File: config.mk
export PLATFORM = sky130hd
export DESIGN_NAME = dsa_mem_arbiter
export DESIGN_NICKNAME = d
export VERILOG_FILES = /design/src/rtl/dsa_pkg.sv /design/src/rtl/dsa_sat_counter.sv /design/src/rtl/dsa_mem_arbiter.sv
export SDC_FILE = /design/constraint.sdc
export NUM_CORES = 1
export LEC_CHECK = 0
export ABC_AREA = 1
export BUFFER_PORTS_ARGS = -buffer_cell sky130_fd_sc_hd__buf_2
export CAP_MARGIN = 5
export CORE_AREA = 2 2 116 118
export CTS_BUF_LIST = sky130_fd_sc_hd__clkbuf_16
export DETAILED_ROUTE_END_ITERATION = 10
export DIE_AREA = 0 0 118 120
export GPL_TIMING_DRIVEN = 0
export MAX_ROUTING_LAYER = met4
export PLACE_DENSITY_LB_ADDON = 0.08
export SLEW_MARGIN = 20
export SYNTH_ARGS = -nofsm -noshare
export SYNTH_HDL_FRONTEND = slang
export SYNTH_SLANG_ARGS = --single-unit
File: constraint.sdc
create_clock -name clk -period 3.6 [get_ports clk]
set_input_delay 0.18 -clock clk [delete_from_list [all_inputs] [get_ports clk]]
set_output_delay 0.18 -clock clk [all_outputs]
set_load 0.02 [all_outputs]
File: src/rtl/dsa_pkg.sv
// Shared types and default sizes for the DSA image-memory path.
package dsa_pkg;

    typedef enum logic [1:0] {
        OWN_NONE,
        OWN_HOST,
        OWN_CORE
    } mem_owner_t;

    localparam int DSA_ADDR_WIDTH = 18;
    localparam int DSA_DATA_WIDTH = 8;
    localparam int DSA_MEM_SIZE   = 262144;

endpackage

File: src/rtl/dsa_sat_counter.sv
// Saturating event counter with a synchronous clear that beats increment.
module dsa_sat_counter #(
    parameter int WIDTH = 32
) (
    input  logic             clk,
    input  logic             rst_n,
    input  logic             inc,
    input  logic             clr,
    output logic [WIDTH-1:0] count
);

    always_ff @(posedge clk or negedge rst_n) begin
        if (!rst_n)
            count <= '0;
        else if (clr)
            count <= '0;
        else if (inc && count != '1)
            count <= count + 1'b1;
    end

endmodule

File: src/rtl/dsa_mem_arbiter.sv
// Single-port image RAM arbiter: host holding register, core req/gnt port,
// starvation guard, read-return tagging and access counters.
module dsa_mem_arbiter
    import dsa_pkg::*;
#(
    parameter int ADDR_WIDTH   = DSA_ADDR_WIDTH,
    parameter int DATA_WIDTH   = DSA_DATA_WIDTH,
    parameter int MEM_SIZE     = DSA_MEM_SIZE,
    parameter int STARVE_LIMIT = 64
) (
    input  logic                  clk,
    input  logic                  rst_n,
    input  logic                  host_write_en,
    input  logic                  host_read_en,
    input  logic [ADDR_WIDTH-1:0] host_addr,
    input  logic [DATA_WIDTH-1:0] host_data_in,
    output logic [DATA_WIDTH-1:0] host_data_out,
    output logic                  host_rd_valid,
    input  logic                  core_busy,
    input  logic                  core_req,
    input  logic                  core_we,
    input  logic [ADDR_WIDTH-1:0] core_addr,
    input  logic [DATA_WIDTH-1:0] core_wdata,
    output logic                  core_gnt,
    output logic                  core_rvalid,
    output logic [DATA_WIDTH-1:0] core_rdata,
    output logic                  mem_en,
    output logic                  mem_we,
    output logic [ADDR_WIDTH-1:0] mem_addr,
    output logic [DATA_WIDTH-1:0] mem_wdata,
    input  logic [DATA_WIDTH-1:0] mem_rdata,
    input  logic                  counters_clr,
    output logic [31:0]           reads_count,
    output logic [31:0]           writes_count,
    output logic                  host_overrun,
    output logic                  addr_err
);

    localparam int SW = $clog2(STARVE_LIMIT) + 1;

    logic                  host_pending;
    logic                  hold_we;
    logic [ADDR_WIDTH-1:0] hold_addr;
    logic [DATA_WIDTH-1:0] hold_data;
    logic [SW-1:0]         starve_cnt;
    mem_owner_t            tag_owner;
    logic                  tag_oor;

    logic host_gnt, force_host, acc_we, acc_oor, any_gnt;
    logic host_pulse, host_accept, overrun_set;
    logic reads_inc, writes_inc;

    assign force_host = host_pending && starve_cnt == SW'(STARVE_LIMIT - 1);
    assign any_gnt    = host_gnt || core_gnt;

    // Grants are masked by reset so every output reads 0 while rst_n is low.
    always_comb begin
        host_gnt  = rst_n && host_pending && (force_host || !core_busy || !core_req);
        core_gnt  = rst_n && core_req && !host_gnt;
        mem_addr  = '0;
        mem_wdata = '0;
        acc_we    = 1'b0;
        if (host_gnt) begin
            mem_addr  = hold_addr;
            mem_wdata = hold_data;
            acc_we    = hold_we;
        end else if (core_gnt) begin
            mem_addr  = core_addr;
            mem_wdata = core_wdata;
            acc_we    = core_we;
        end
        acc_oor = any_gnt && !(64'(mem_addr) < 64'(MEM_SIZE));
        mem_en  = any_gnt && !acc_oor;
        mem_we  = mem_en && acc_we;
    end

    // A new pulse may replace the pending request only in the cycle it is granted.
    assign host_pulse  = host_write_en || host_read_en;
    assign host_accept = host_pulse && (!host_pending || host_gnt);
    assign overrun_set = (host_pulse && !host_accept) || (host_write_en && host_read_en);

    always_ff @(posedge clk or negedge rst_n) begin
        if (!rst_n) begin
            host_pending <= 1'b0;
            hold_we      <= 1'b0;
            hold_addr    <= '0;
            hold_data    <= '0;
            starve_cnt   <= '0;
        end else begin
            if (host_accept) begin
                host_pending <= 1'b1;
                hold_we      <= host_write_en;
                hold_addr    <= host_addr;
                hold_data    <= host_data_in;
            end else if (host_gnt) begin
                host_pending <= 1'b0;
            end
            if (host_gnt)
                starve_cnt <= '0;
            else if (host_pending)
                starve_cnt <= starve_cnt + 1'b1;
        end
    end

    always_ff @(posedge clk or negedge rst_n) begin
        if (!rst_n) begin
            tag_owner     <= OWN_NONE;
            tag_oor       <= 1'b0;
            host_data_out <= '0;
            host_rd_valid <= 1'b0;
            host_overrun  <= 1'b0;
            addr_err      <= 1'b0;
        end else begin
            if (host_gnt && !hold_we)
                tag_owner <= OWN_HOST;
            else if (core_gnt && !core_we)
                tag_owner <= OWN_CORE;
            else
                tag_owner <= OWN_NONE;
            tag_oor       <= acc_oor;
            host_rd_valid <= tag_owner == OWN_HOST;
            if (tag_owner == OWN_HOST)
                host_data_out <= tag_oor ? '0 : mem_rdata;
            if (counters_clr) begin
                host_overrun <= 1'b0;
                addr_err     <= 1'b0;
            end else begin
                if (overrun_set) host_overrun <= 1'b1;
                if (acc_oor)     addr_err     <= 1'b1;
            end
        end
    end

    assign core_rvalid = tag_owner == OWN_CORE;
    assign core_rdata  = (core_rvalid && !tag_oor) ? mem_rdata : '0;

    assign reads_inc  = any_gnt && !acc_we;
    assign writes_inc = any_gnt && acc_we;

    dsa_sat_counter #(.WIDTH(32)) u_reads (
        .clk   (clk),
        .rst_n (rst_n),
        .inc   (reads_inc),
        .clr   (counters_clr),
        .count (reads_count)
    );

    dsa_sat_counter #(.WIDTH(32)) u_writes (
        .clk   (clk),
        .rst_n (rst_n),
        .inc   (writes_inc),
        .clr   (counters_clr),
        .count (writes_count)
    );

endmodule

==> metrics, run 1 <==
status=complete, no violations; Clock Power Share=0.291; Synth Register Bits=111; Synthesized Nets=1095; Synth area leaders=dfrtp_1 40%, nand2_1 22%, nor2_1 9.8%; Switching Power=0.00142 W; Peak VDD IR=0.261 mV; Pins Over Slew Limit=0; final setup skew=6.02 ps; largest delay contributor family on the critical path=buffers and inverters; register area share after synthesis=0.399; Mean Syn Cell Area=6.79 um^2; PwrDens=476 nW/um^2; number of nets with antenna violations after routing=0; flop2flop setup slack=1420 ps; PortBufs=178; worst path bufs/invs=6; Arr. time, crit path=2300 ps; Unique masters post-synth=29; die height=120 um; GP Congestion=0.949; highest clock rate=0.402 GHz; dpl hpwl=14900 um; global-route wire length before repair=32300 um; Die ar.=14200 um^2; Rel. slew slack=0.574; wire per inst=13.9 um; post-synth top area cell=dfrtp_1; Layout Utilization=0.653; post-synthesis cell count=1024; Most used DFF post-synth=dfrtp_1; via count=7049; CP peak stage delay=560 ps; Internal Power=0.00261 W; Area Growth Syn to Fin=21.8%; core area=13000 um^2; vias in the first global route=6536; # rows=42; ant diodes=0; layout cell share with drive strength beyond 1=0.212; drt first pass iters=5; aggregate global-route resource usage=0.292; DIE WIDTH=118 um; Post-synth EDFFs=0; CTS resizes=0; root buffer cell=clkbuf_16; clk_lat worst skew=360 ps; Initial Util=0.536; initial DRC count=461; ys async rst share=1.00; warnings from Yosys=0; top cell type's share of synthesized area=0.399; Worst path slowest cell=dlygate4sd3_1; Setup CP Type=primary input to output pin; CP endpoint kind=output pin; Gate power share=0.300; CP Launch Type=primary input; max-cap violations=0; drt total wl=19400 um; gr ovfl total=0; Leak=4.34 nW; setup violators final=0; Min-Delay Path Class=primary input to flip-flop; switch share=0.353; WP data required=3420 ps; fin nets=1287; DRC viols=0; sequential share of power=0.409; post-route setup TNS=0 ps; Syn Std Cell Area=6960 um^2; H-tree depth=3; clock buffer depth=2; CTS tree=done; Worst-path clk slew=70 ps; Hold Fails Final Rpt=0; largest net degree at the start of global routing=60; worst-path fanout max=55; total CTS buffers=9; RSZ-0062 raised after global routing=no; I/O pins=181; worst slew pin tran=638 ps; CTS sink cnt=111; Critical Path, Cell by Cell=dlygate4sd3_1 > buf_6 > nand2_1 > inv_1 > nand2_2 > nand2_1 > inv_2 > buf_2 > a22o_1 > buf_2; Tcrit/Tclk final=0.690; initial antenna violation count=0; Final min period=2480 ps; Via density=5.05
-- power by group through the flow --
stage | sequential, W | combinational, W | clock, W
after floorplan | 0.00172 | 0.000758 | 0
after global placement | 0.00167 | 0.00119 | 0
after detailed placement | 0.00167 | 0.00122 | 0
after CTS | 0.00165 | 0.00123 | 0.00119
after global routing | 0.00169 | 0.00135 | 0.00123
final | 0.00165 | 0.00121 | 0.00117
-- state kept, by name, indices dropped and copies added, names as in the netlist --
name	cells
host_data_out	8
u_reads.count	32
hold_addr	18
hold_we	1
tag_owner	2
host_rd_valid	1
u_writes.count	32
hold_data	8
host_pending	1
starve_cnt	7
host_overrun	1
-- cell usage after synthesis (8+ instances only) --
cell	instances
o21ai_2	17
buf_6	9
clkbuf_1	15
inv_1	69
xor2_1	10
nor2_1	182
xnor2_1	20
dfrtp_1	111
a22o_1	26
nand3_1	95
buf_2	8
nand2_1	405
o21ai_0	11
-- cells by family after synthesis --
family,Yosys count,synth area share
AO/OA/AOI/OAI,61,0.0671
XOR/XNOR,30,0.0378
adder cells (fa/ha/maj),3,0.00540
AND/OR/NAND/NOR,706,0.415
buffers and inverters,112,0.0752
other,1,0.000539
flip-flops,111,0.399
-- metrics by stage --
stage / power [W] / hold slack (ps) / instances / setup WS [ps] / area (um^2)
floorplan: 0.00248 / -116 / 1024 / 1740 / 6960
global placement: 0.00286 / 361 / 1378 / 99.5 / 8070
detailed placement: 0.00289 / 176 / 1379 / 1480 / 8100
CTS: 0.00406 / 44.8 / 1397 / 1120 / 8470
global route: 0.00426 / 55.7 / 1397 / 919 / 8470
finish: 0.00403 / 49.3 / 1397 / 1120 / 8470
-- worst reg2reg max path: cells and delay by family, from the launching register on --
family / cells / cell delay (ps)
DFF: 1 / 500
buffers and inverters: 2 / 250
and+or+nand+nor: 8 / 1000
adders and majority gates: 1 / 340
-- worst paths after layout --
kind | from | endpoint | cells after the start
max | rst_n | mem_addr[14] | 10
min | host_addr[12] | hold_addr[12]$_DFFE_PN0P_ | 3
max reg2reg | u_reads.count[0]$_DFFE_PN0P_ | u_reads.count[19]$_DFFE_PN0P_ | 11
min reg2reg | hold_addr[4]$_DFFE_PN0P_ | hold_addr[4]$_DFFE_PN0P_ | 2
max in group asynchronous | rst_n | u_writes.count[27]$_DFFE_PN0P_ | 3
min in group asynchronous | rst_n | host_data_out[0]$_DFFE_PN0P_ | 2
-- cells in the final DEF, fill, tap and decap left out, types with 3 or more instances in the layout --
cell       Yosys  routed
o21ai_2       17      17
buf_6          9      10
xor2_1        10      10
clkbuf_1      15      15
nor3_1         3       3
bufinv_16      0       3
inv_6          0       3
nand2_1      405     405
buf_4          6       6
ha_1           3       3
nand2_4        3       3
nand3_1       95      95
a21oi_1        5       5
buf_2          8     185
o21ai_0       11      11
nor2_1       182     182
inv_2          4       4
nor2_4         5       5
clkbuf_16      0       9
nand2_2        6       6
xnor2_1       20      20
a22o_1        26      26
inv_1         69      69
dfrtp_1      111     111
-- routing by layer --
metal	vias to the layer above	GRT usage	routed length, um
met3	17	0.0318	1100
met4	0	0.0783	252
li1	3581	-	-
met5	-	-	0
met2	236	0.465	9030
met1	3215	0.400	9000
-- final cells by class --
type	instances	area, um^2
tap	176	220
timing repair buffer	181	945
inverter	74	280
clock inverter	7	124
fill	1237	4510
clock buffer	9	225
multi-input combinational	801	3660
buffer	38	243
sequential	111	2780
-- timing repair --
action                                 CTS  global route
buffers inserted                         0             0
hold buffers                             2             0
endpoints found under the hold margin   53             0
Power figures use the tool's default switching activity.
==> run 2, diff against run 1 <==
- ABC_AREA: 1 -> 0
- CORE_AREA: 2 2 116 118 -> 2 2 114 116
- DIE_AREA: 0 0 118 120 -> 0 0 116 118
- clock period: 3.6 -> 2.1 ns (I/O delays scaled with it)
==> run 2 against run 1 <==
Critical endpoint is now u_reads.count[24]$_DFFE_PN0P_. Total power increased by 35%. Wire length decreased by 17%. Sequential share of layout area increased by 0.74 points. Combinational power about the same. Non-clock buffer count increased by 66. Synthesized area decreased by 18%. Utilization increased by 1.7 points. Die area decreased by 3.3%. Synthesized cell count decreased by 41%. The run now ends with negative hold slack, negative setup slack left. Clock-buffer cell count unchanged.
==> metrics, run 2 <==
status=complete, but fails checks; violated checks=negative hold slack, negative setup slack; GP Congestion=0.835 (-12%); Worst-path clk slew=80 ps (about the same); Pins Over Slew Limit=0 (unchanged); worst setup margin=-413 ps (-1530 ps); number of nets with antenna violations after routing=0 (unchanged); largest family of logic cells by synthesized area=simple AND/OR/NAND/NOR gates; ant diodes=0 (unchanged); Die ar.=13700 um^2 (-3.3%); r2r startpoint=host_pending$_DFFE_PN0P_; Leak=4.07 nW (-6.2%); ys async rst share=1.00 (unchanged); simple-gate share of the synthesized area=0.282 (-0.133); Worst path slowest cell=or4_4; Synthesized Nets=677 (-38%); worst-path fanout max=10 (-82%); die height=118 um (-1.7%); complex-gate fraction of the synthesized area=0.0302 (-0.0369); launch point of the worst path=host_pending$_DFFE_PN0P_; worst path bufs/invs=2 (-4); aggregate global-route resource usage=0.238 (-0.0534); commonest cells after routing, fill and taps aside=171 x buf_2, 103 x dfrtp_1, 80 x nor2_1; Final min period=2510 ps; warnings from Yosys=0 (unchanged); Placed Cells incl. Taps=958 (-31%); Initial Util=0.460 (-0.0757); CP peak stage delay=600 ps (+40 ps); top cells by count, synth=111 x dfrtp_1, 83 x nor2_1, 82 x nand2_1; xor-xnor portion of the synthesized cell area=0.0858 (+0.0481); via count=5403 (-23%); Most used DFF post-synth=dfrtp_1; final setup skew=6.98 ps (+0.953 ps); vias in the first global route=5256 (-20%); multiplexer share of the synthesized area=0.0727 (+0.0727); Synth Register Bits=111 (unchanged); root buffer cell=clkbuf_16; largest delay contributor family on the critical path=simple AND/OR/NAND/NOR gates; hold-fix buffer count after cts=35 (+33); most used cell along the critical path=buf_6; initial DRC count=279 (-39%); CP endpoint kind=flip-flop; Design Area, Final=8320 um^2 (-1.8%); Hold Fails Final Rpt=58 (+58); Via density=5.16 (+2.3%); Tcrit/Tclk final=1.20; DRC viols=0 (unchanged); fin nets=941 (-27%); setup violators final=91 (+91); core area=12400 um^2 (-4.4%); Peak VDD IR=0.419 mV (+60%); flop2flop setup slack=-410 ps (-1830 ps); I/O pins=181 (unchanged); wire per inst=15.5 um (+11%); post-synth top area cell=dfrtp_1; Rel. slew slack=0.660 (+0.0856); dpl hpwl=10900 um (-27%); DP Area=6950 um^2 (-14%); R2R cell count=7 (-4); PwrDens=655 nW/um^2 (+38%); DIE WIDTH=116 um (-1.7%); drt total wl=16200 um (-17%); Min-Delay Path Class=primary input to async pin; max-cap violations=0 (unchanged); initial antenna violation count=0 (unchanged); CTS sink cnt=111 (unchanged); global-route wire length before repair=25500 um (-21%); Reg-to-Reg End=u_reads.count[24]$_DFFE_PN0P_; top cell type's share of synthesized area=0.486 (+0.0868); post-synthesis cell count=606 (-41%); Adder-Cell Fraction of Synth Area=0.00657 (+0.00117); CP Launch Type=flip-flop; total CTS buffers=9 (unchanged); Arr. time, crit path=2790 ps (+490 ps); drt first pass iters=6 (+1); register area share after synthesis=0.486 (+0.0868); clock buffer depth=2 (unchanged); RSZ-0062 raised after global routing=yes; gr ovfl total=0 (unchanged); PortBufs=179 (+0.56%); CTS tree=done; H-tree depth=3 (unchanged); # rows=41 (-2.4%); Post-synth EDFFs=0 (unchanged); most common cell after layout, fill and taps aside=buf_2; Critical Path, Cell by Cell=buf_6 > and3_4 > or4_4 > a2111o_1 > buf_6 > or3_1 > a21oi_1; post-route setup TNS=-22170 ps (-22170 ps); highest clock rate=0.398 GHz; Setup CP Type=flip-flop to flip-flop; Post-Layout Cell Count=1047 (-25%); Hold WS=-289 ps (-339 ps); Synth area leaders=dfrtp_1 49%, mux2_2 7.1%, xor2_1 6.6%; clk_lat worst skew=360 ps (about the same); # fillers=1037 (-16%); most common cell in the netlist=dfrtp_1; Unique masters post-synth=50 (+72%); largest net degree at the start of global routing=65 (+8.3%); biggest regs=u_reads.count (32), u_writes.count (32), hold_addr (18); Area Growth Syn to Fin=45.5%; Mean Syn Cell Area=9.43 um^2 (+39%); worst slew pin tran=510 ps (-128 ps); Syn Std Cell Area=5720 um^2 (-18%); WP data required=2380 ps (-1040 ps); layout cell share with drive strength beyond 1=0.402 (+0.190)
run 2: cell count changes after synthesis, moves of 33 or more:
cell / previous run / this run
xor2_1: 10 / 43
mux2_2: 0 / 36
nand2_1: 405 / 82
nor2_1: 182 / 83
nand3_1: 95 / 62
inv_1: 69 / 11
run 2: metal layers:
layer,vias up,GRT usage,routed length [um]
met4,0,0.0766,210
met3,14,0.0314,855
met1,2623,0.311,7180
met5,-,-,0
li1,2596,-,-
met2,170,0.386,7940
run 2: worst max-delay path by stage:
stage | cells after the start | slack, ps | to
after floorplan | 8 | -280 | u_reads.count[31]$_DFFE_PN0P_
final | 7 | -410 | u_reads.count[24]$_DFFE_PN0P_
after global routing | 9 | -500 | u_reads.count[31]$_DFFE_PN0P_
after detailed placement | 9 | -950 | u_reads.count[19]$_DFFE_PN0P_
after global placement | 8 | -2260 | u_reads.count[19]$_DFFE_PN0P_
after CTS | 8 | -380 | u_reads.count[24]$_DFFE_PN0P_
run 2: layout make-up:
type	instances	area [um^2]	share of cell area
buffer	31	263	0.0316
tap	172	215	0.0259
multi-input combinational	452	3000	0.361
inverter	11	41.3	0.00497
clock buffer	9	225	0.0271
clock inverter	7	81.3	0.00978
sequential	111	2790	0.335
timing repair buffer	254	1700	0.204
run 2: cell families after synthesis:
family,count (synthesis)
multiplexers,37
buffers and inverters,43
adder cells (fa/ha/maj),3
AND/OR/NAND/NOR,327
other,1
flip-flops,111
XOR/XNOR,56
AO/OA/AOI/OAI,28
run 2: through the flow:
stage          utilization  total power, W  setup slack, ps
3_5_place_dp         0.560         0.00344             -949
6_report             0.670         0.00545             -413
3_3_place_gp         0.557         0.00340            -2260
2_1_floorplan            -         0.00307             -276
5_1_grt              0.670         0.00568             -499
4_1_cts              0.659         0.00545             -384
run 2: repair_timing:
| action | CTS | global route |
|---|---|---|
| setup buffers | 33 | 5 |
| resized for setup | 77 | 25 |
| cloned | 2 | 1 |
| setup endpoints to repair | 119 | 119 |
| pin swaps | 19 | 14 |
| endpoints found under the hold margin | 85 | 58 |
run 2: power by group:
| group | switching [W] | leakage [nW] | internal [W] |
|---|---|---|---|
| clock | 0.000852 | 0.140 | 0.000942 |
| combinational | 0.000621 | 2.48 | 0.000582 |
| sequential | 0.000118 | 1.44 | 0.00233 |
| total | 0.00159 | 4.07 | 0.00386 |
